$ cat src/rtl/bpm_acq_sequencer_if.sv
// Bus bundle for bpm_acq_sequencer: trigger/config, detector handshake and result outputs.
// `define ACQ_TAG_EN adds the res_tag acquisition label.
interface bpm_acq_sequencer_if #(
  parameter int CNT_W = 16
);
  logic             enable;
  logic             trig;
  logic             clr_err;
  logic [CNT_W-1:0] cfg_delay;
  logic [CNT_W-1:0] cfg_win_len;
  logic             pk_result_valid;
  logic [63:0]      pk_max;
  logic [3:0]       pk_ovf;
  logic             win_valid;
  logic             busy;
  logic             res_valid;
  logic [63:0]      res_max;
  logic [3:0]       res_ovf;
  logic [7:0]       trig_miss_cnt;
  logic             timeout_err;
`ifdef ACQ_TAG_EN
  logic [15:0]      res_tag;

  modport master (
    input  enable, trig, clr_err, cfg_delay, cfg_win_len,
    input  pk_result_valid, pk_max, pk_ovf,
    output win_valid, busy, res_valid, res_max, res_ovf,
    output trig_miss_cnt, timeout_err, res_tag
  );
  modport slave (
    output enable, trig, clr_err, cfg_delay, cfg_win_len,
    output pk_result_valid, pk_max, pk_ovf,
    input  win_valid, busy, res_valid, res_max, res_ovf,
    input  trig_miss_cnt, timeout_err, res_tag
  );
`else
  modport master (
    input  enable, trig, clr_err, cfg_delay, cfg_win_len,
    input  pk_result_valid, pk_max, pk_ovf,
    output win_valid, busy, res_valid, res_max, res_ovf,
    output trig_miss_cnt, timeout_err
  );
  modport slave (
    output enable, trig, clr_err, cfg_delay, cfg_win_len,
    output pk_result_valid, pk_max, pk_ovf,
    input  win_valid, busy, res_valid, res_max, res_ovf,
    input  trig_miss_cnt, timeout_err
  );
`endif
endinterface

$ cat src/rtl/bpm_acq_sequencer.sv
// Trigger -> delay -> detector input window -> wait for result -> settle -> capture.
// `define ACQ_TAG_EN adds a 16-bit acquisition tag (res_tag) aligned with res_valid.
module bpm_acq_sequencer #(
  parameter int CNT_W   = 16,
  parameter int SETTLE  = 2,
  parameter int TIMEOUT = 64
) (
  input  logic                clk,
  input  logic                rst_n,
  bpm_acq_sequencer_if.master bus
);
  localparam int TO_W  = (TIMEOUT > 1) ? $clog2(TIMEOUT) : 1;
  localparam int SET_W = (SETTLE > 1) ? $clog2(SETTLE) : 1;

  typedef enum logic [2:0] {
    ST_IDLE,
    ST_DELAY,
    ST_WINDOW,
    ST_WAIT_RES,
    ST_SETTLE
  } state_t;

  state_t           r_state;
  logic [CNT_W-1:0] r_dly_cnt;
  logic [CNT_W-1:0] r_win_cnt;
  logic [TO_W-1:0]  r_to_cnt;
  logic [SET_W-1:0] r_set_cnt;
  logic             r_pk_now;
  logic             r_pk_prev;
  logic             r_win_valid;
  logic             r_busy;
  logic             r_res_valid;
  logic [63:0]      r_res_max;
  logic [3:0]       r_res_ovf;
  logic [7:0]       r_miss_cnt;
  logic             r_timeout_err;
`ifdef ACQ_TAG_EN
  logic [15:0]      r_tag;
`endif

  logic [CNT_W-1:0] w_len;
  logic             w_rise;
  logic             w_miss;

  assign w_len  = (bus.cfg_win_len == '0) ? CNT_W'(1) : bus.cfg_win_len;
  assign w_rise = r_pk_now & ~r_pk_prev;
  // r_busy also covers the res_valid cycle, so a trigger there is a miss.
  assign w_miss = bus.trig & r_busy;

  always_ff @(posedge clk or negedge rst_n) begin
    if (!rst_n) begin
      r_state       <= ST_IDLE;
      r_dly_cnt     <= '0;
      r_win_cnt     <= '0;
      r_to_cnt      <= '0;
      r_set_cnt     <= '0;
      r_pk_now      <= 1'b0;
      r_pk_prev     <= 1'b0;
      r_win_valid   <= 1'b0;
      r_busy        <= 1'b0;
      r_res_valid   <= 1'b0;
      r_res_max     <= '0;
      r_res_ovf     <= '0;
      r_miss_cnt    <= '0;
      r_timeout_err <= 1'b0;
`ifdef ACQ_TAG_EN
      r_tag         <= '0;
`endif
    end else begin
      r_pk_now    <= bus.pk_result_valid;
      r_pk_prev   <= r_pk_now;
      r_res_valid <= 1'b0;

      if (bus.clr_err) begin
        r_miss_cnt <= '0;
      end else if (w_miss && (r_miss_cnt != '1)) begin
        r_miss_cnt <= r_miss_cnt + 8'd1;
      end

      case (r_state)
        ST_IDLE: begin
          r_busy <= 1'b0;
          if (bus.trig && bus.enable && !r_busy) begin
            r_busy    <= 1'b1;
            r_win_cnt <= w_len;
            if (bus.cfg_delay == '0) begin
              r_win_valid <= 1'b1;
              r_state     <= ST_WINDOW;
            end else begin
              r_dly_cnt <= bus.cfg_delay;
              r_state   <= ST_DELAY;
            end
          end
        end
        ST_DELAY: begin
          if (r_dly_cnt == CNT_W'(1)) begin
            r_win_valid <= 1'b1;
            r_state     <= ST_WINDOW;
          end else begin
            r_dly_cnt <= r_dly_cnt - CNT_W'(1);
          end
        end
        ST_WINDOW: begin
          if (r_win_cnt == CNT_W'(1)) begin
            r_win_valid <= 1'b0;
            r_to_cnt    <= '0;
            r_state     <= ST_WAIT_RES;
          end else begin
            r_win_cnt <= r_win_cnt - CNT_W'(1);
          end
        end
        ST_WAIT_RES: begin
          if (w_rise) begin
            r_set_cnt <= '0;
            r_state   <= ST_SETTLE;
          end else if (r_to_cnt == TO_W'(TIMEOUT - 1)) begin
            r_timeout_err <= 1'b1;
            r_busy        <= 1'b0;
            r_state       <= ST_IDLE;
          end else begin
            r_to_cnt <= r_to_cnt + TO_W'(1);
          end
        end
        ST_SETTLE: begin
          if (r_set_cnt == SET_W'(SETTLE - 1)) begin
            r_res_max   <= bus.pk_max;
            r_res_ovf   <= bus.pk_ovf;
            r_res_valid <= 1'b1;
`ifdef ACQ_TAG_EN
            r_tag       <= r_tag + 16'd1;
`endif
            r_state     <= ST_IDLE;
          end else begin
            r_set_cnt <= r_set_cnt + SET_W'(1);
          end
        end
        default: r_state <= ST_IDLE;
      endcase

      if (bus.clr_err) begin
        r_timeout_err <= 1'b0;
      end
    end
  end

  assign bus.win_valid     = r_win_valid;
  assign bus.busy          = r_busy;
  assign bus.res_valid     = r_res_valid;
  assign bus.res_max       = r_res_max;
  assign bus.res_ovf       = r_res_ovf;
  assign bus.trig_miss_cnt = r_miss_cnt;
  assign bus.timeout_err   = r_timeout_err;
`ifdef ACQ_TAG_EN
  assign bus.res_tag       = r_tag;
`endif

endmodule

$ cat src/flat_wrapper.sv
// flat-port wrapper written by rule: the top's interface ports become plain ports
module bpm_acq_sequencer_flat 
#(
  parameter int CNT_W   = 16,
  parameter int SETTLE  = 2,
  parameter int TIMEOUT = 64
)
  (clk, rst_n, bus_enable, bus_trig, bus_clr_err, bus_cfg_delay, bus_cfg_win_len, bus_pk_result_valid, bus_pk_max, bus_pk_ovf, bus_win_valid, bus_busy, bus_res_valid, bus_res_max, bus_res_ovf, bus_trig_miss_cnt, bus_timeout_err);
  bpm_acq_sequencer_if #(.CNT_W(CNT_W)) bus_i ();
  input  logic clk;
  input  logic rst_n;
  input wire logic [$bits(bus_i.enable)-1:0] bus_enable;
  input wire logic [$bits(bus_i.trig)-1:0] bus_trig;
  input wire logic [$bits(bus_i.clr_err)-1:0] bus_clr_err;
  input wire logic [$bits(bus_i.cfg_delay)-1:0] bus_cfg_delay;
  input wire logic [$bits(bus_i.cfg_win_len)-1:0] bus_cfg_win_len;
  input wire logic [$bits(bus_i.pk_result_valid)-1:0] bus_pk_result_valid;
  input wire logic [$bits(bus_i.pk_max)-1:0] bus_pk_max;
  input wire logic [$bits(bus_i.pk_ovf)-1:0] bus_pk_ovf;
  output wire logic [$bits(bus_i.win_valid)-1:0] bus_win_valid;
  output wire logic [$bits(bus_i.busy)-1:0] bus_busy;
  output wire logic [$bits(bus_i.res_valid)-1:0] bus_res_valid;
  output wire logic [$bits(bus_i.res_max)-1:0] bus_res_max;
  output wire logic [$bits(bus_i.res_ovf)-1:0] bus_res_ovf;
  output wire logic [$bits(bus_i.trig_miss_cnt)-1:0] bus_trig_miss_cnt;
  output wire logic [$bits(bus_i.timeout_err)-1:0] bus_timeout_err;
  assign bus_i.enable = bus_enable;
  assign bus_i.trig = bus_trig;
  assign bus_i.clr_err = bus_clr_err;
  assign bus_i.cfg_delay = bus_cfg_delay;
  assign bus_i.cfg_win_len = bus_cfg_win_len;
  assign bus_i.pk_result_valid = bus_pk_result_valid;
  assign bus_i.pk_max = bus_pk_max;
  assign bus_i.pk_ovf = bus_pk_ovf;
  assign bus_win_valid = bus_i.win_valid;
  assign bus_busy = bus_i.busy;
  assign bus_res_valid = bus_i.res_valid;
  assign bus_res_max = bus_i.res_max;
  assign bus_res_ovf = bus_i.res_ovf;
  assign bus_trig_miss_cnt = bus_i.trig_miss_cnt;
  assign bus_timeout_err = bus_i.timeout_err;
  bpm_acq_sequencer #(.CNT_W(CNT_W), .SETTLE(SETTLE), .TIMEOUT(TIMEOUT)) u_core (.clk(clk), .rst_n(rst_n), .bus(bus_i));
endmodule
$ cat config.mk
export PLATFORM = sky130hd
export DESIGN_NAME = bpm_acq_sequencer_flat
export DESIGN_NICKNAME = d
export VERILOG_FILES = /design/src/rtl/bpm_acq_sequencer_if.sv /design/src/rtl/bpm_acq_sequencer.sv /design/src/flat_wrapper.sv
export SDC_FILE = /design/constraint.sdc
export NUM_CORES = 1
export LEC_CHECK = 0
export ABC_AREA = 1
export ABC_CLOCK_PERIOD_IN_PS = 2200
export BUFFER_PORTS_ARGS = -buffer_cell sky130_fd_sc_hd__buf_4
export CORE_MARGIN = 5
export CORE_UTILIZATION = 50
export CTS_CLUSTER_SIZE = 10
export DETAILED_ROUTE_END_ITERATION = 6
export GPL_ROUTABILITY_DRIVEN = 0
export PLACE_DENSITY = 0.78
export SYNTH_ARGS = -nofsm -noshare
export SYNTH_HDL_FRONTEND = slang
export SYNTH_SLANG_ARGS = --single-unit
export TNS_END_PERCENT = 100
$ cat constraint.sdc
create_clock -name clk -period 2.2 [get_ports clk]
set_input_delay 0.66 -clock clk [delete_from_list [all_inputs] [get_ports clk]]
set_output_delay 0.66 -clock clk [all_outputs]
set_load 0.005 [all_outputs]
# ---- Yosys cells after proc, flatten, opt, wreduce, memory -nomap -nowiden
# Index checks and enable logic that the tools add are counted.
dict set report word_totals {
  ff_bits 124
  input_bits 106
  output_inout_bits 80
  elab_cells 109
}
dict set report op_classes {
  addsub 5
  eq_ne 22
  n_mux 40
  bitwise 3
  reduce_logical 25
}
# operator count
set op_table {}
lappend op_table {{16-bit two-way mux} 6}
lappend op_table {{16-bit one-hot mux with 2 select lines} 2}
lappend op_table {{16-bit by 1-bit == test with 1-bit output, second input constant} 2}
lappend op_table {{16-bit zero test} 2}
lappend op_table {{16-bit by 1-bit subtractor with 16-bit output, second input constant} 2}
lappend op_table {{3-bit two-way mux} 6}
lappend op_table {{6-bit two-way mux} 3}
lappend op_table {{8-bit two-way mux} 2}
lappend op_table {{2-bit nonzero test} 8}
lappend op_table {{1-bit two-way mux} 15}
lappend op_table {{3-bit one-hot mux with 5 select lines} 1}
lappend op_table {{2-bit by 1-bit != test with 1-bit output, second input constant} 7}
lappend op_table {{2-bit != test, second input constant} 6}
lappend op_table {{6-bit one-hot mux with 2 select lines} 1}
lappend op_table {{5-bit AND reduction} 2}
lappend op_table {{3-bit AND reduction} 3}
lappend op_table {{8-bit by 1-bit adder with 8-bit output, second input constant} 1}
lappend op_table {{8-bit != test, second input constant} 1}
lappend op_table {{4-bit AND reduction} 2}
lappend op_table {{6-bit by 1-bit adder with 6-bit output, second input constant} 1}
lappend op_table {{3-bit by 2-bit == test with 1-bit output, second input constant} 2}
lappend op_table {{6-bit == test, second input constant} 1}
lappend op_table {{1-bit one-hot mux with 2 select lines} 2}
lappend op_table {{2-bit AND reduction} 2}
lappend op_table {{other kinds (12)} 15}

# ---- Logic depth before layout (Yosys ltp)
# Gate-level depths: netlist of run 1.
dict set report depth {
  word_depth 5
  mapped_depth 11
  mapped_depth_nobuf 11
}

# ---- Worst setup path before layout of run 1
# No wires, ideal clock.
dict set report synth_timing {
  kind {input to register}
  start {input bus_trig}
  end {register u_core.r_win_cnt[11]}
  setup_time_ns 0.123
  t_arrival_ns 1.476
  required_time_ns 2.077
  path_slack_ns 0.601
  cell_stages 8
  n_path_buf 1
  path_cell_list {nand2_1 -> nor2_1 -> nor2_2 -> a21oi_2 -> nand2_4 -> buf_4 -> o21ai_0 -> nand2_1}
}
dict set report synth_between {
  elab_chain_cells 4
}
# element line_no
set synth_rtl {}
lappend synth_rtl {{start, declared} flat_wrapper.sv:13} ;# input wire logic [$bits(bus_i.trig)-1:0] bus_trig;
lappend synth_rtl {{1-bit logical AND (2 in series)} bpm_acq_sequencer.sv:83} ;# if (bus.trig && bus.enable && !r_busy) begin
lappend synth_rtl {{2-bit by 1-bit != test with 1-bit output (no source line)} n/a}
lappend synth_rtl {{3-bit AND reduction (no source line)} n/a}
lappend synth_rtl {{end signal, assigned} bpm_acq_sequencer.sv:85} ;# r_win_cnt <= w_len;
lappend synth_rtl {{end signal, assigned} bpm_acq_sequencer.sv:109} ;# r_win_cnt <= r_win_cnt - CNT_W'(1);
lappend synth_rtl {{end, declared} bpm_acq_sequencer.sv:25} ;# logic [CNT_W-1:0] r_win_cnt;
# No other way between the ends.
# A chain may end at the register's enable or synchronous reset.

# ---- Worst setup path after layout of run 1
dict set report layout_timing {
  start {register u_core.r_win_cnt[2]}
  end {register u_core.r_win_cnt[15]}
}
dict set report layout_between {
  elab_chain_cells 3
  elab_cells_between_ends 6
  cone_classes {1 x add/sub; 2 x eq/ne; 2 x mux; 1 x reduce/logical}
}
# element line_no
set layout_rtl {}
lappend layout_rtl {{16-bit by 1-bit subtractor with 16-bit output or 16-bit by 1-bit == test with 1-bit output (tied branches)} {bpm_acq_sequencer.sv:109, bpm_acq_sequencer.sv:104}}
lappend layout_rtl {{16-bit two-way mux or 2-bit != test (tied branches)} n/a}
lappend layout_rtl {{16-bit one-hot mux with 2 select lines or 3-bit AND reduction (tied branches)} n/a}
# Several ways; a longest one is shown, not always the timed one. The select of a mux whose other input is x is not followed.

==> metrics.txt, run 1 <==
Ys Warns=0; Crit. End Element=flip-flop; crit path kind=reg -> reg; Place WS=349.3 ps; fraction of layout cells with a size suffix above 1=0.3398; max frequency=549.1 MHz; global-route wire length before repair=24980 um; area grow syn2layout=35.01%; initial antenna violation count=0; leakage dissipation=4.545 nW; share of the synthesized area in the top cell type=0.4920; largest net degree at the start of global routing=52; CTS tree=built; grt peak-use layer=met2; drt wl/cell=14.38 um; drt drc=0; met3 GRT Util=0.04931; GRT Overall Usage=0.2122; max cap viols=0; Distinct cells, synth=38; Post-CTS Hold Buffers=0; final setup violating endpoints=0; cell area after synthesis=6307 um^2; area post-placement=7926 um^2; Worst Max-Slew Pin Slew=419.7 ps; clock-pin slew on the worst setup and hold paths=50 ps; Core Region=12520 um^2; Synth top cells by count=nand2_1 (213), dfrtp_1 (124), nor2_1 (79); max-slew violations=0; CP Max Fanout=9; crit path DAT=2130 ps; clk root buf=clkbuf_16; final WL=15850 um; Post-Syn Area per Cell=8.736 um^2; post-synth top area cell=dfrtp_1; Num CTS Buffers=17; PwrDens=1187 nW/um^2; row count=41; Final Cycle Share=0.8278; syn_nets=834; Post-Syn Instances=722; Chip Height=122.3 um; PortBufs=185; Layout Cells excl Fill=1102; Nets=1030; Worst-Skew Late Latency=420 ps; via-per-instance ratio=4.985; number of antenna cells inserted=0; Fillers=995; top-count cell post-synth=nand2_1; I/O pin cnt=186; DIE AREA=14960 um^2; Setup crit start kind=flip-flop; final worst setup slack=378.8 ps; Area contributors post-synth=dfrtp_1 (49%), nand2_1 (13%), mux2_2 (11%); dpl cells=1071; Setup TNS=0 ps; CTS Sinks=124; Max VDD drop=0.0009125 V; Final Hold Fails=0; # resized after CTS=0; worst rel slew slack=0.7202; minimum clock period=1821 ps; antenna-violating nets left=0; GR Util met1=0.2672; final clock skew=8.706 ps; Overflow after GRT=0; M2 GR Usage=0.3531; status=complete, no violations; DRT Pass-1 Iters=5; Starting DRT DRC Count=337; H-tree depth=4; die width=122.3 um; #FFs+latches synth=124; clock tree buffer depth=2; final instance area=8516 um^2; post-CTS setup buffer count=0; Post-synth EDFFs=0; vias in the first global route=5231; sequential fraction of the synthesis area=0.4920; Fin Hold WS=177.6 ps; final core occ=0.6803; type of the tightest min-delay check=in -> async; Most used DFF post-synth=dfrtp_1; Crit path required time=2500 ps; RSZ-0062 raised after global routing=no; DP HPWL=11660 um; Final Total Pwr=10.11 mW; FFs w/ async S/R, synth=1.000; Starting Density=0.5039; Vias=5493
## worst paths after layout
check,slack [ps],cells after the start,endpoint,from
setup / recovery,380,8,u_core.r_win_cnt[15],u_core.r_win_cnt[2]
hold / removal,180,1,u_core.r_win_cnt[0],rst_n
setup reg to reg,380,8,u_core.r_win_cnt[15],u_core.r_win_cnt[2]
hold reg to reg,380,0,u_core.r_pk_prev,u_core.r_pk_now
max in group asynchronous,1400,2,u_core.bus.res_max[26],rst_n
min in group clk,350,1,u_core.r_pk_now,bus_pk_result_valid
## kinds of logic after synthesis
| family | after synthesis | share of synthesized area |
|---|---|---|
| AO/OA/AOI/OAI | 58 | 0.05039 |
| XOR/XNOR | 10 | 0.01389 |
| adder cells (fa/ha/maj) | 6 | 0.01190 |
| buffers and inverters | 80 | 0.05872 |
| flip-flops | 124 | 0.4920 |
| multiplexers | 68 | 0.1214 |
| AND/OR/NAND/NOR | 376 | 0.2517 |
## cell usage in the layout (no fill, tap or decap), types with 6 or more instances in the layout
| cell | n |
|---|---|
| clkbuf_16 | 17 |
| mux2_1 | 9 |
| dfrtp_1 | 124 |
| buf_12 | 6 |
| inv_1 | 56 |
| nand2_1 | 213 |
| nand3_1 | 50 |
| xor2_1 | 9 |
| nor2_1 | 79 |
| o21ai_0 | 33 |
| ha_1 | 6 |
| buf_4 | 189 |
| a21oi_1 | 12 |
| nand4_1 | 6 |
| nor2_2 | 8 |
| mux2_2 | 59 |
## layer usage
metal | routed length [um] | vias to the layer above
li1 | - | 2723
met1 | 6619 | 2590
met2 | 8084 | 151
met3 | 710 | 29
met4 | 431 | 0
met5 | 0 | -
## area by class of cell
cell class / count / area (um^2) / share of cell area
timing repair buffer: 195 / 1539 / 0.1807
inverter: 62 / 235.2 / 0.02762
sequential: 124 / 3103 / 0.3644
clock buffer: 19 / 442.9 / 0.05201
multi-input combinational: 518 / 2834 / 0.3328
tap: 172 / 215.2 / 0.02527
clock inverter: 12 / 146.4 / 0.01719
## worst max-delay path, cell delays in order (launching register included)
cell	delay, ps
dfrtp_1	400
nor2_1	200
nand2_1	120
nor2_2	330
nand2_1	160
o21ai_0	250
nand3_1	120
nand2_1	80
nand2_1	50
## flip-flops by register name (all words and copies together), names as in the netlist
register	flops
u_core.bus.busy	1
u_core.r_dly_cnt	16
u_core.bus.timeout_err	1
u_core.bus.res_valid	1
u_core.bus.res_max	64
u_core.r_to_cnt	6
u_core.r_state	3
u_core.r_win_cnt	16
u_core.r_pk_prev	1
u_core.bus.res_ovf	4
u_core.bus.win_valid	1
u_core.r_pk_now	1
u_core.r_set_cnt	1
u_core.bus.trig_miss_cnt	8
## power breakdown
part	internal (mW)	switching (mW)	total (mW)
registers	2.94	0.530	3.47
clock network	1.79	1.00	2.79
logic	1.62	2.23	3.84
total	6.35	3.76	10.1
Power figures use the tool's default switching activity.
==> run 2: changes to the inputs <==
--- a/config.mk
+++ b/config.mk
@@ -6,7 +6,7 @@
 export NUM_CORES = 1
 export LEC_CHECK = 0
 export ABC_AREA = 1
-export ABC_CLOCK_PERIOD_IN_PS = 2200
+export ABC_CLOCK_PERIOD_IN_PS = 1850
 export BUFFER_PORTS_ARGS = -buffer_cell sky130_fd_sc_hd__buf_4
 export CORE_MARGIN = 5
 export CORE_UTILIZATION = 50
==> constraint.sdc (replaced) <==
create_clock -name clk -period 1.85 [get_ports clk]
set_input_delay 0.555 -clock clk [delete_from_list [all_inputs] [get_ports clk]]
set_output_delay 0.555 -clock clk [all_outputs]
set_load 0.005 [all_outputs]
==> run 2 against run 1 <==
Clock power up 22%. Clock skew down 1.1 ps. Critical path type unchanged. Via count about the same. Setup slack worse by 230 ps. Power up 20%. Worst hold slack worse by 150 ps. Critical endpoint is now u_core.r_win_cnt[3]. First-iteration DRC count down 10%. Fmax up 7.0%. Combinational power up 22%.
==> metrics.txt, run 2 (synthesized netlist as in run 1, its figures left out) <==
status=complete, no violations; Chip Height=122.3 um (unchanged); DP HPWL=12110 um (+3.9%); max-slew violations=0 (unchanged); final setup violating endpoints=0 (unchanged); global-route wire length before repair=25290 um (+1.2%); Worst Max-Slew Pin Slew=364.3 ps (-55.37 ps); Fin Hold WS=31.26 ps (-146.3 ps); Num CTS Buffers=17 (unchanged); Worst-Skew Late Latency=430 ps (about the same); Overflow after GRT=0 (unchanged); via-per-instance ratio=4.930 (-1.1%); GRT Overall Usage=0.2155 (+0.003328); Max VDD drop=0.0009066 V (-0.65%); most common cell after layout, fill and taps aside=nand2_1; final clock skew=7.584 ps (-1.123 ps); Sw Ratio=0.3676 (-0.004162); leakage dissipation=4.619 nW (+1.6%); Final Hold Fails=0 (unchanged); fraction of layout cells with a size suffix above 1=0.3514 (+0.01160); Vias=5492 (-0.018%); type of the tightest min-delay check=in -> async; number of antenna cells inserted=0 (unchanged); Internal=7.696 mW (+21%); NetSw=4.473 mW (+19%); DRT Pass-1 Iters=5 (unchanged); CTS tree=built; most frequent cells in the layout=nand2_1 (212), buf_4 (200), dfrtp_1 (124), nor2_1 (78), mux2_2 (59); Core Region=12520 um^2 (unchanged); Comb pwr share=0.384 (+0.004); max cap viols=0 (unchanged); Post-CTS Hold Buffers=0 (unchanged); PortBufs=185 (unchanged); vias in the first global route=5306 (+1.4%); Layout Cells excl Fill=1114 (+1.1%); reg2reg end=u_core.r_win_cnt[3]; sequential share of power=0.337 (-0.006); drt wl/cell=14.43 um (+0.38%); Starting Density=0.5039 (unchanged); reg2reg path depth=9 (+1); Clock power frac=0.279 (+0.003); crit path kind=reg -> reg; minimum clock period=1702 ps (-119.5 ps); DIE AREA=14960 um^2 (unchanged); Nets=1042 (+1.2%); max frequency=587.6 MHz (+7.0%); clock tree buffer depth=2 (unchanged); area grow syn2layout=36.98%; final WL=16080 um (+1.5%); PwrDens=1409 nW/um^2 (+19%); Critical Path Start=u_core.r_win_cnt[1]; die width=122.3 um (unchanged); CTS Sinks=124 (unchanged); CP Max Fanout=17 (+8); worst rel slew slack=0.7571 (+0.03692); Final Cycle Share=0.9198 (+0.09204); I/O pin cnt=186 (unchanged); clk root buf=clkbuf_16; antenna-violating nets left=0 (unchanged); Setup crit start kind=flip-flop; R2R Setup Slk=150 ps (-230 ps); Fillers=1033 (+3.8%); clock-pin slew on the worst setup and hold paths=60 ps (about the same); worst r2r src=u_core.r_win_cnt[1]; row count=41 (unchanged); initial antenna violation count=0 (unchanged); Crit path required time=2160 ps (-340 ps); drt drc=0 (unchanged); Largest register FFs=64 (unchanged); critical path capture point=u_core.r_win_cnt[3]; dpl cells=1082 (+1.0%); Starting DRT DRC Count=302 (-10%); crit path DAT=2010 ps (-120 ps); Crit. End Element=flip-flop; largest net degree at the start of global routing=45 (-13%); H-tree depth=4 (unchanged)
[run 2: worst min path at each step]
stage	start	end	slack [ps]	depth (start not counted)
after detailed placement	u_core.r_pk_now	u_core.r_pk_prev	370	0
after floorplan	rst_n	u_core.bus.busy	260	0
after global routing	rst_n	u_core.r_win_cnt[1]	40	1
after CTS	rst_n	u_core.r_win_cnt[1]	40	1
final	rst_n	u_core.r_win_cnt[1]	30	1
after global placement	u_core.r_pk_now	u_core.r_pk_prev	370	0
[run 2: what timing repair did]
item                       CTS  global route
setup endpoints to repair    0             8
resized for setup            0             3
setup buffers                0             1
[run 2: power groups by stage]
stage	clock network (mW)	registers (mW)	logic [mW]
after CTS	3.44	4.10	4.69
after global placement	0	4.10	4.56
after detailed placement	0	4.13	4.66
after global routing	3.57	4.21	5.28
final	3.39	4.11	4.67
after floorplan	0	4.05	3.08
[run 2: layout make-up]
type / count / area, um^2 / area share
Clock buffer: 20 / 456.7 / 0.05286
Clock inverter: 11 / 143.9 / 0.01665
Inverter: 62 / 235.2 / 0.02723
Multi-Input combinational cell: 518 / 2844 / 0.3292
Sequential cell: 124 / 3103 / 0.3592
Tap cell: 172 / 215.2 / 0.02491
Timing Repair Buffer: 207 / 1642 / 0.1900
[run 2: critical path: stages (launching register included)]
cell and delay (ps):
dfrtp_1 390, inv_1 100, ha_1 160, nand3_1 80, nor2_1 230, nand3_2 150
nand2_4 200, inv_4 130, nand2_1 100, o21ai_2 50
[run 2: per-layer routing]
| metal | track usage | vias to the layer above | routed length (um) |
|---|---|---|---|
| li1 | - | 2748 | - |
| met1 | 0.2652 | 2571 | 6615 |
| met2 | 0.3696 | 139 | 8308 |
| met3 | 0.05253 | 34 | 775 |
| met4 | 0.07628 | 0 | 380 |
| met5 | 0 | - | 0 |
[run 2: stage by stage]
| step | power (mW) | setup slack, ps | TNS, ps | area, um^2 | util |
|---|---|---|---|---|---|
| 2_1_floorplan | 7.129 | 334.9 | 0 | 6307 | - |
| 3_3_place_gp | 8.659 | 142.3 | 0 | 8021 | 0.6408 |
| 3_5_place_dp | 8.791 | 114.0 | 0 | 8021 | 0.6408 |
| 4_1_cts | 12.23 | 87.79 | 0 | 8622 | 0.6888 |
| 5_1_grt | 13.06 | -20.79 | -51.83 | 8640 | 0.6902 |
| 6_report | 12.17 | 148.3 | 0 | 8640 | 0.6902 |
